[src/rtl/store_and_release_lane.sv]
// rtl/store_and_release_lane.sv - per-lane in-order tuple buffer with a released output register
// Optional: SAR_SEQ_CHECK_EN stores s_seq per entry, gates is_stored on head_seq == next and enables seq_error.
module store_and_release_lane #(
  parameter int DATA_W = 64,
  parameter int DEPTH = 16,
  localparam int CNT_W = $clog2(DEPTH) + 1
) (
  input  logic              clk,
  input  logic              reset,
  input  logic              s_valid,
  output logic              s_ready,
  input  logic [DATA_W-1:0] s_data,
  input  logic [31:0]       s_seq,
  input  logic              s_last,
  input  logic [31:0]       next,
  output logic              is_stored,
  input  logic              release_data,
  output logic              out_ready,
  output logic              local_last_processed,
  output logic              m_valid,
  input  logic              m_ready,
  output logic [DATA_W-1:0] m_data,
  output logic              seq_error,
  output logic [CNT_W-1:0]  occupancy
);

  localparam int AW = $clog2(DEPTH);

  logic [DATA_W-1:0] data_mem [DEPTH];
  logic [AW-1:0]     wr_ptr_q, wr_ptr_d, rd_ptr_q, rd_ptr_d;
  logic [CNT_W-1:0]  occ_q, occ_d;
  logic              m_valid_q, m_valid_d;
  logic [DATA_W-1:0] m_data_q, m_data_d;
  logic              last_seen_q, last_seen_d;
  logic              llp_q;
  logic              seq_err_q, seq_err_d;
  logic              push, pop, head_match, seq_fault;

`ifdef SAR_SEQ_CHECK_EN
  logic [31:0] seq_mem [DEPTH];
  logic [31:0] head_seq;

  assign head_seq   = seq_mem[rd_ptr_q];
  assign head_match = (head_seq == next);
  // A stale head can never be released, and a release that does not pop is a controller fault.
  assign seq_fault  = ((occ_q != '0) && (head_seq < next)) || (release_data && !pop);

  always_ff @(posedge clk) begin
    if (push) seq_mem[wr_ptr_q] <= s_seq;
  end
`else
  logic unused_seq;

  assign unused_seq = ^{s_seq, next};
  assign head_match = 1'b1;
  assign seq_fault  = 1'b0;
`endif

  assign s_ready   = (occ_q < CNT_W'(DEPTH));
  assign is_stored = (occ_q != '0) && head_match;
  assign out_ready = !m_valid_q || m_ready;
  assign push      = s_valid && s_ready;
  assign pop       = release_data && is_stored && out_ready;

  always_ff @(posedge clk) begin
    if (push) data_mem[wr_ptr_q] <= s_data;
  end

  always_comb begin
    wr_ptr_d    = wr_ptr_q;
    rd_ptr_d    = rd_ptr_q;
    occ_d       = occ_q;
    m_valid_d   = m_valid_q;
    m_data_d    = m_data_q;
    last_seen_d = last_seen_q;
    seq_err_d   = seq_err_q | seq_fault;
    if (push) begin
      wr_ptr_d = wr_ptr_q + AW'(1);
      if (s_last) last_seen_d = 1'b1;
    end
    if (pop) begin
      rd_ptr_d  = rd_ptr_q + AW'(1);
      m_valid_d = 1'b1;
      m_data_d  = data_mem[rd_ptr_q];
    end else if (m_ready) begin
      m_valid_d = 1'b0;
    end
    if (push && !pop) begin
      occ_d = occ_q + CNT_W'(1);
    end else if (pop && !push) begin
      occ_d = occ_q - CNT_W'(1);
    end
  end

  always_ff @(posedge clk or posedge reset) begin
    if (reset) begin
      wr_ptr_q    <= '0;
      rd_ptr_q    <= '0;
      occ_q       <= '0;
      m_valid_q   <= 1'b0;
      m_data_q    <= '0;
      last_seen_q <= 1'b0;
      llp_q       <= 1'b0;
      seq_err_q   <= 1'b0;
    end else begin
      wr_ptr_q    <= wr_ptr_d;
      rd_ptr_q    <= rd_ptr_d;
      occ_q       <= occ_d;
      m_valid_q   <= m_valid_d;
      m_data_q    <= m_data_d;
      last_seen_q <= last_seen_d;
      // Lags the drain by one cycle: reflects the state seen at this edge, not the one being written.
      llp_q       <= last_seen_q && (occ_q == '0);
      seq_err_q   <= seq_err_d;
    end
  end

  assign m_valid              = m_valid_q;
  assign m_data               = m_data_q;
  assign occupancy            = occ_q;
  assign local_last_processed = llp_q;
  assign seq_error            = seq_err_q;

endmodule
[config.mk]
export PLATFORM = sky130hd
export DESIGN_NAME = store_and_release_lane
export DESIGN_NICKNAME = d
export VERILOG_FILES = /design/src/rtl/store_and_release_lane.sv
export SDC_FILE = /design/constraint.sdc
export NUM_CORES = 1
export LEC_CHECK = 0
export CAP_MARGIN = 20
export CORE_MARGIN = 4
export CORE_UTILIZATION = 35
export CTS_CLUSTER_SIZE = 40
export DETAILED_ROUTE_END_ITERATION = 12
export GPL_TIMING_DRIVEN = 0
export SLEW_MARGIN = 20
export SYNTH_ARGS = -nofsm -noshare
export SYNTH_HDL_FRONTEND = slang
export SYNTH_SLANG_ARGS = --single-unit
export TNS_END_PERCENT = 30
[constraint.sdc]
create_clock -name clk -period 5.8 [get_ports clk]
set_clock_uncertainty 0.05 [all_clocks]
set_input_delay 0.87 -clock clk [delete_from_list [all_inputs] [get_ports clk]]
set_output_delay 0.87 -clock clk [all_outputs]
set_load 0.01 [all_outputs]
Yosys cells after proc, flatten, opt, wreduce, memory -nomap -nowiden
Memory sizes are Yosys's and may differ from the RTL's. A register that Yosys moved wholly into a read port is not among the register bits.
Cells that the tools add are included.
{"block": "classes", "add_sub_neg": 4, "magnitude_cmp": 1, "mux": 6, "reduce_logical": 15}
{"cell": "2-to-1 mux 5 bit", "count": 2}
{"cell": "adder 4 x 1 -> 4 bit (second input constant)", "count": 2}
{"cell": "logical AND 1 bit", "count": 6}
{"cell": "adder 5 x 1 -> 5 bit (second input constant)", "count": 1}
{"cell": "logical NOT 5 bit", "count": 1}
{"cell": "less-than comparator 5 bit (second input constant)", "count": 1}
{"cell": "nonzero test 5 bit", "count": 1}
{"cell": "subtractor 5 x 1 -> 5 bit (second input constant)", "count": 1}
{"cell": "2-to-1 mux 1 bit", "count": 4}
{"cell": "nonzero test 2 bit", "count": 2}
{"cell": "logical NOT 1 bit", "count": 3}
{"cell": "AND reduction 2 bit", "count": 1}
{"cell": "logical OR 1 bit", "count": 1}
{"block": "word_totals", "regBits": 16, "mem_bits_rw": 1024, "in_bits": 134, "out_inout_bits": 75, "wordCells": 33, "memories": 1}
{"memory": "data_mem", "words": 16, "width": 64, "rd": 1, "rd_ports_with_merged_regs": 1, "wr": 1, "line": "29", "source": "logic [DATA_W-1:0] data_mem [DEPTH];"}

Logic depth before layout (Yosys ltp)
{"block": "logic_depth", "depth_word": 6, "ltp_mapped": 13, "ltp_nobuf": 10}

Least setup slack after synthesis
OpenSTA, ideal clock, no wires.
{"block": "synth_path", "path_kind": "input port to flip-flop", "startpoint": "input s_valid", "endpoint": "memory data_mem[3][0] (enable)", "setup_time_ns": 0.564, "arrival_ns": 5.818, "required_ns": 5.186, "path_slack_ns": -0.632, "path_stages": 4, "n_path_buf": 1, "cell_sequence": "nor2b_1 > clkbuf_1 > nand2_1 > nor3_1"}
{"block": "synth_via", "elab_chain_len": 3}
{"item": "start, declared", "line": "10", "source": "input logic s_valid,"}
{"item": "logical AND 1 bit", "line": "62", "source": "assign push = s_valid && s_ready;"}
{"item": "named net push", "line": "37", "source": "logic push, pop, head_match, seq_fault;"}
{"item": "2-to-1 mux 1 bit", "line": "66", "source": "if (push) data_mem[wr_ptr_q] <= s_data;"}
{"item": "2-to-1 mux 1 bit (not written as such)", "line": "66"}
{"item": "end, declared", "line": "29"}
The timed path passes the listed nets, and every way through them passes these cells.

Final worst setup path
{"block": "layout_path", "startpoint": "input m_ready", "endpoint": "register occ_q[4] (netlist: occupancy[4])"}
{"block": "layout_via", "elab_chain_len": 5, "word_cells_on_any_way": 7, "classes_between": "1 x mux; 6 x reduce/logical"}
{"item": "start, declared", "line": "21", "source": "input logic m_ready,"}
{"item": "logical OR 1 bit (*)", "line": "61", "source": "assign out_ready = !m_valid_q || m_ready;"}
{"item": "logical AND 1 bit (*)", "line": "63", "source": "assign pop = release_data && is_stored && out_ready;"}
{"item": "logical NOT 1 bit", "line": "88", "source": "if (push && !pop) begin"}
{"item": "logical AND 1 bit", "line": "88"}
{"item": "2-to-1 mux 5 bit / nonzero test 2 bit (equally long branches)"}
{"item": "end signal, assigned", "line": "99", "source": "occ_q <= '0;"}
{"item": "end signal, assigned", "line": "108", "source": "occ_q <= occ_d;"}
{"item": "end, declared", "line": "31", "source": "logic [CNT_W-1:0] occ_q, occ_d;"}
Mark *: on every way between the ends. The rest lies on a longest branch, timed or not.
A chain may end at the register's enable or synchronous reset.

==> flow_summary.json <==
{
  "status": "finished clean",
  "row_count": 125,
  "gp_congestion": 0.720,
  "portBuffers": 143,
  "hold_viol_final": 0,
  "cts_tree": "built",
  "hold_depth": 1,
  "num-nets-final": 2285,
  "synthCells": 1804,
  "yosysWarnings": 0,
  "rsz0062_at_grt": "no",
  "drt-total-wl_mm": 104,
  "start_util_pct": 35.5,
  "ys_ff_latch": 1104,
  "synthToLayoutAreaGrowth_pct": 20.8,
  "grt-ovfl-total": 0,
  "rr_startpoint": "occupancy[0]$_DFFE_PP0P_",
  "dieHeight_um": 352,
  "cts_sinks": 1104,
  "finalCritPeriodShare_pct": 71.7,
  "startpoint": "m_ready",
  "finalCoreUtilization_pct": 42.9,
  "dr.first_iter.drc_count": 1992,
  "grt_pass1_wl_mm": 151,
  "end_kind": "flip-flop",
  "fmax_mhz": 241,
  "worstMarginPinSlew_ns": 1.00,
  "power_leakage_nw": 15.8,
  "worstReg2RegEnd": "occupancy[4]$_DFFE_PP0P_",
  "setup.worst_path.class": "in2reg",
  "holdBufCountCts": 0,
  "cts_buffer_depth": 3,
  "cts.htree.levels": 3,
  "path_max_fanout": 10,
  "num_vias": 20100,
  "layout-drive-gt1-share_pct": 28.7,
  "power_density_nw_per_um2": 470,
  "setup_violations": 0,
  "mostFrequentLayoutCell": "edfxtp_1",
  "rr_worst_depth": 13,
  "grt_pass1_vias": 20900,
  "ys_seq_area_share_pct": 79.0,
  "dr.pass1.iters": 5,
  "arrival_ns": 4.71,
  "slew_viol_final": 0,
  "peakVddDrop_v": 0.000267,
  "clock_latency_ns": 0.68,
  "ys_types": 35,
  "wl_per_cell_um": 27.7,
  "die_w_um": 352,
  "ant_nets": 0,
  "period_needed_ns": 4.16,
  "post-route-drc-count": 0,
  "crit_path_start_kind": "input pin",
  "slew_headroom_pct": 33.2,
  "reg2reg_slack_ns": 1.88,
  "hp-class": "reg2reg",
  "clockRootBuffer": "clkbuf_16",
  "clkTransAtPathRegs_ns": 0.06,
  "numCtsBuffers": 110,
  "core_area_um2": 117000,
  "place_inst": 3553,
  "synth_nets": 1948,
  "grt_usage_pct": 16.7,
  "synth_area_um2": 41400,
  "dp_hpwl_mm": 69.1,
  "antenna_found_initial": 11,
  "synth_area_per_cell_um2": 23.0,
  "die-area_um2": 124000,
  "cap_viol_max_count": 0,
  "crit_required_ns": 6.35,
  "stdcell_count": 3767,
  "critPathCapture": "occupancy[4]$_DFFE_PP0P_",
  "ios": 209,
  "post_cts_resize_count": 0,
  "grt_start_max_net_pins": 47,
  "post_cts_buffers": 0,
  "via_per_inst": 5.34,
  "final_cell_mix": "edfxtp_1, mux4_2, clkdlybuf4s50_1"
}
-- critical path, cell delays in order --
cell	delay [ns]
clkdlybuf4s50_1	0.45
nand2b_1	0.23
o211a_1	0.18
clkbuf_1	0.57
buf_2	0.48
buf_2	0.38
inv_2	0.07
ha_1	0.22
inv_1	0.16
ha_1	0.30
a21o_1	0.17
a21oi_1	0.21
mux2i_1	0.24
xnor2_1	0.14
-- worst min-delay path by stage --
stage / slack [ns] / to / from
2_1_floorplan: 0.37 / last_seen_q$_DFFE_PP0P_ / last_seen_q$_DFFE_PP0P_
3_3_place_gp: 0.39 / last_seen_q$_DFFE_PP0P_ / last_seen_q$_DFFE_PP0P_
5_1_grt: 0.42 / last_seen_q$_DFFE_PP0P_ / last_seen_q$_DFFE_PP0P_
6_report: 0.41 / last_seen_q$_DFFE_PP0P_ / last_seen_q$_DFFE_PP0P_
3_5_place_dp: 0.40 / last_seen_q$_DFFE_PP0P_ / last_seen_q$_DFFE_PP0P_
4_1_cts: 0.41 / last_seen_q$_DFFE_PP0P_ / last_seen_q$_DFFE_PP0P_
-- per-layer routing --
metal / share of wire [%] / wire length [um] / GRT usage [%] / up-vias
met5: 0.056 / 58 / 0 / -
met4: 2.0 / 2050 / 3.88 / 8
met3: 6.9 / 7160 / 3.61 / 128
met2: 51 / 52900 / 28.2 / 698
met1: 40 / 42200 / 22.2 / 10900
li1: - / - / - / 8393
-- layout make-up --
type,count,area [um^2]
Timing Repair Buffer,225,2990
Fill cell,9866,66700
Clock buffer,147,3020
Clock inverter,61,564
Sequential cell,1104,32800
Multi-Input combinational cell,589,8270
Inverter,6,27.5
Buffer,105,543
Antenna cell,6,15.0
Tap cell,1524,1910
-- report_power, final --
group | internal (mW) | switching, mW | total [mW]
Combinational | 3.22 | 3.55 | 6.76
Sequential | 9.44 | 0.355 | 9.79
Clock | 4.06 | 2.94 | 7.00
-- stage by stage --
step	cell area, um^2	total power [mW]	setup TNS (ns)	worst slack, ns	hold slack, ns
CTS	50100	23.8	0	1.70	0.413
floorplan	41500	14.1	-75.83	-0.593	0.370
global route	50100	24.6	0	1.48	0.421
global placement	44800	16.6	-3579.26	-7.52	0.394
detailed placement	46500	16.9	0	1.00	0.399
finish	50100	23.6	0	1.64	0.409
-- state kept, by name (all words and copies together) (netlist names) --
name	cells
m_data	64
local_last_processed	1
last_seen_q	1
m_valid	1
data_mem	1024
rd_ptr_q	4
wr_ptr_q	4
occupancy	5
-- cell usage after synthesis --
master	count	area [um^2]
conb_1	1	3.75
nor3_1	5	25.0
nand2_1	12	45.0
or2_2	1	6.26
nor2_1	15	56.3
o2111ai_2	1	15.0
a21oi_1	66	330
buf_6	10	113
o22ai_1	128	801
clkbuf_1	45	169
buf_1	7	26.3
dfrtp_1	80	2000
mux2i_1	1	10.0
and3_1	1	6.26
o21ai_0	1	5.00
buf_4	8	60.1
inv_1	5	18.8
nand4_1	2	12.5
edfxtp_1	1024	30700
ha_1	9	113
buf_2	35	175
mux2_2	65	732
xor2_1	2	17.5
mux2_1	1	11.3
a21o_1	3	22.5
mux4_2	256	5770
nand2b_1	4	25.0
nor2b_1	1	6.26
o21ai_1	2	10.0
xnor2_1	8	70.1
or2_1	1	6.26
or3_1	1	6.26
inv_2	1	3.75
o211a_1	1	10.0
fa_1	1	20.0
-- cell families (layout without fill, tap and decap cells) --
logic type      count (synthesis)  count (layout)  share of synthesized area, %
buf+inv                       111             544                          1.36
simple gates                   43              43                         0.471
compound gates                202             202                          2.88
flops                        1104            1104                          79.0
mux                           323             323                          15.7
fa+ha+maj                      10              10                         0.320
xor+xnor                       10              10                         0.211
other cells                     1               7                       0.00905
Note: power is estimated with default switching activity, not from simulation.
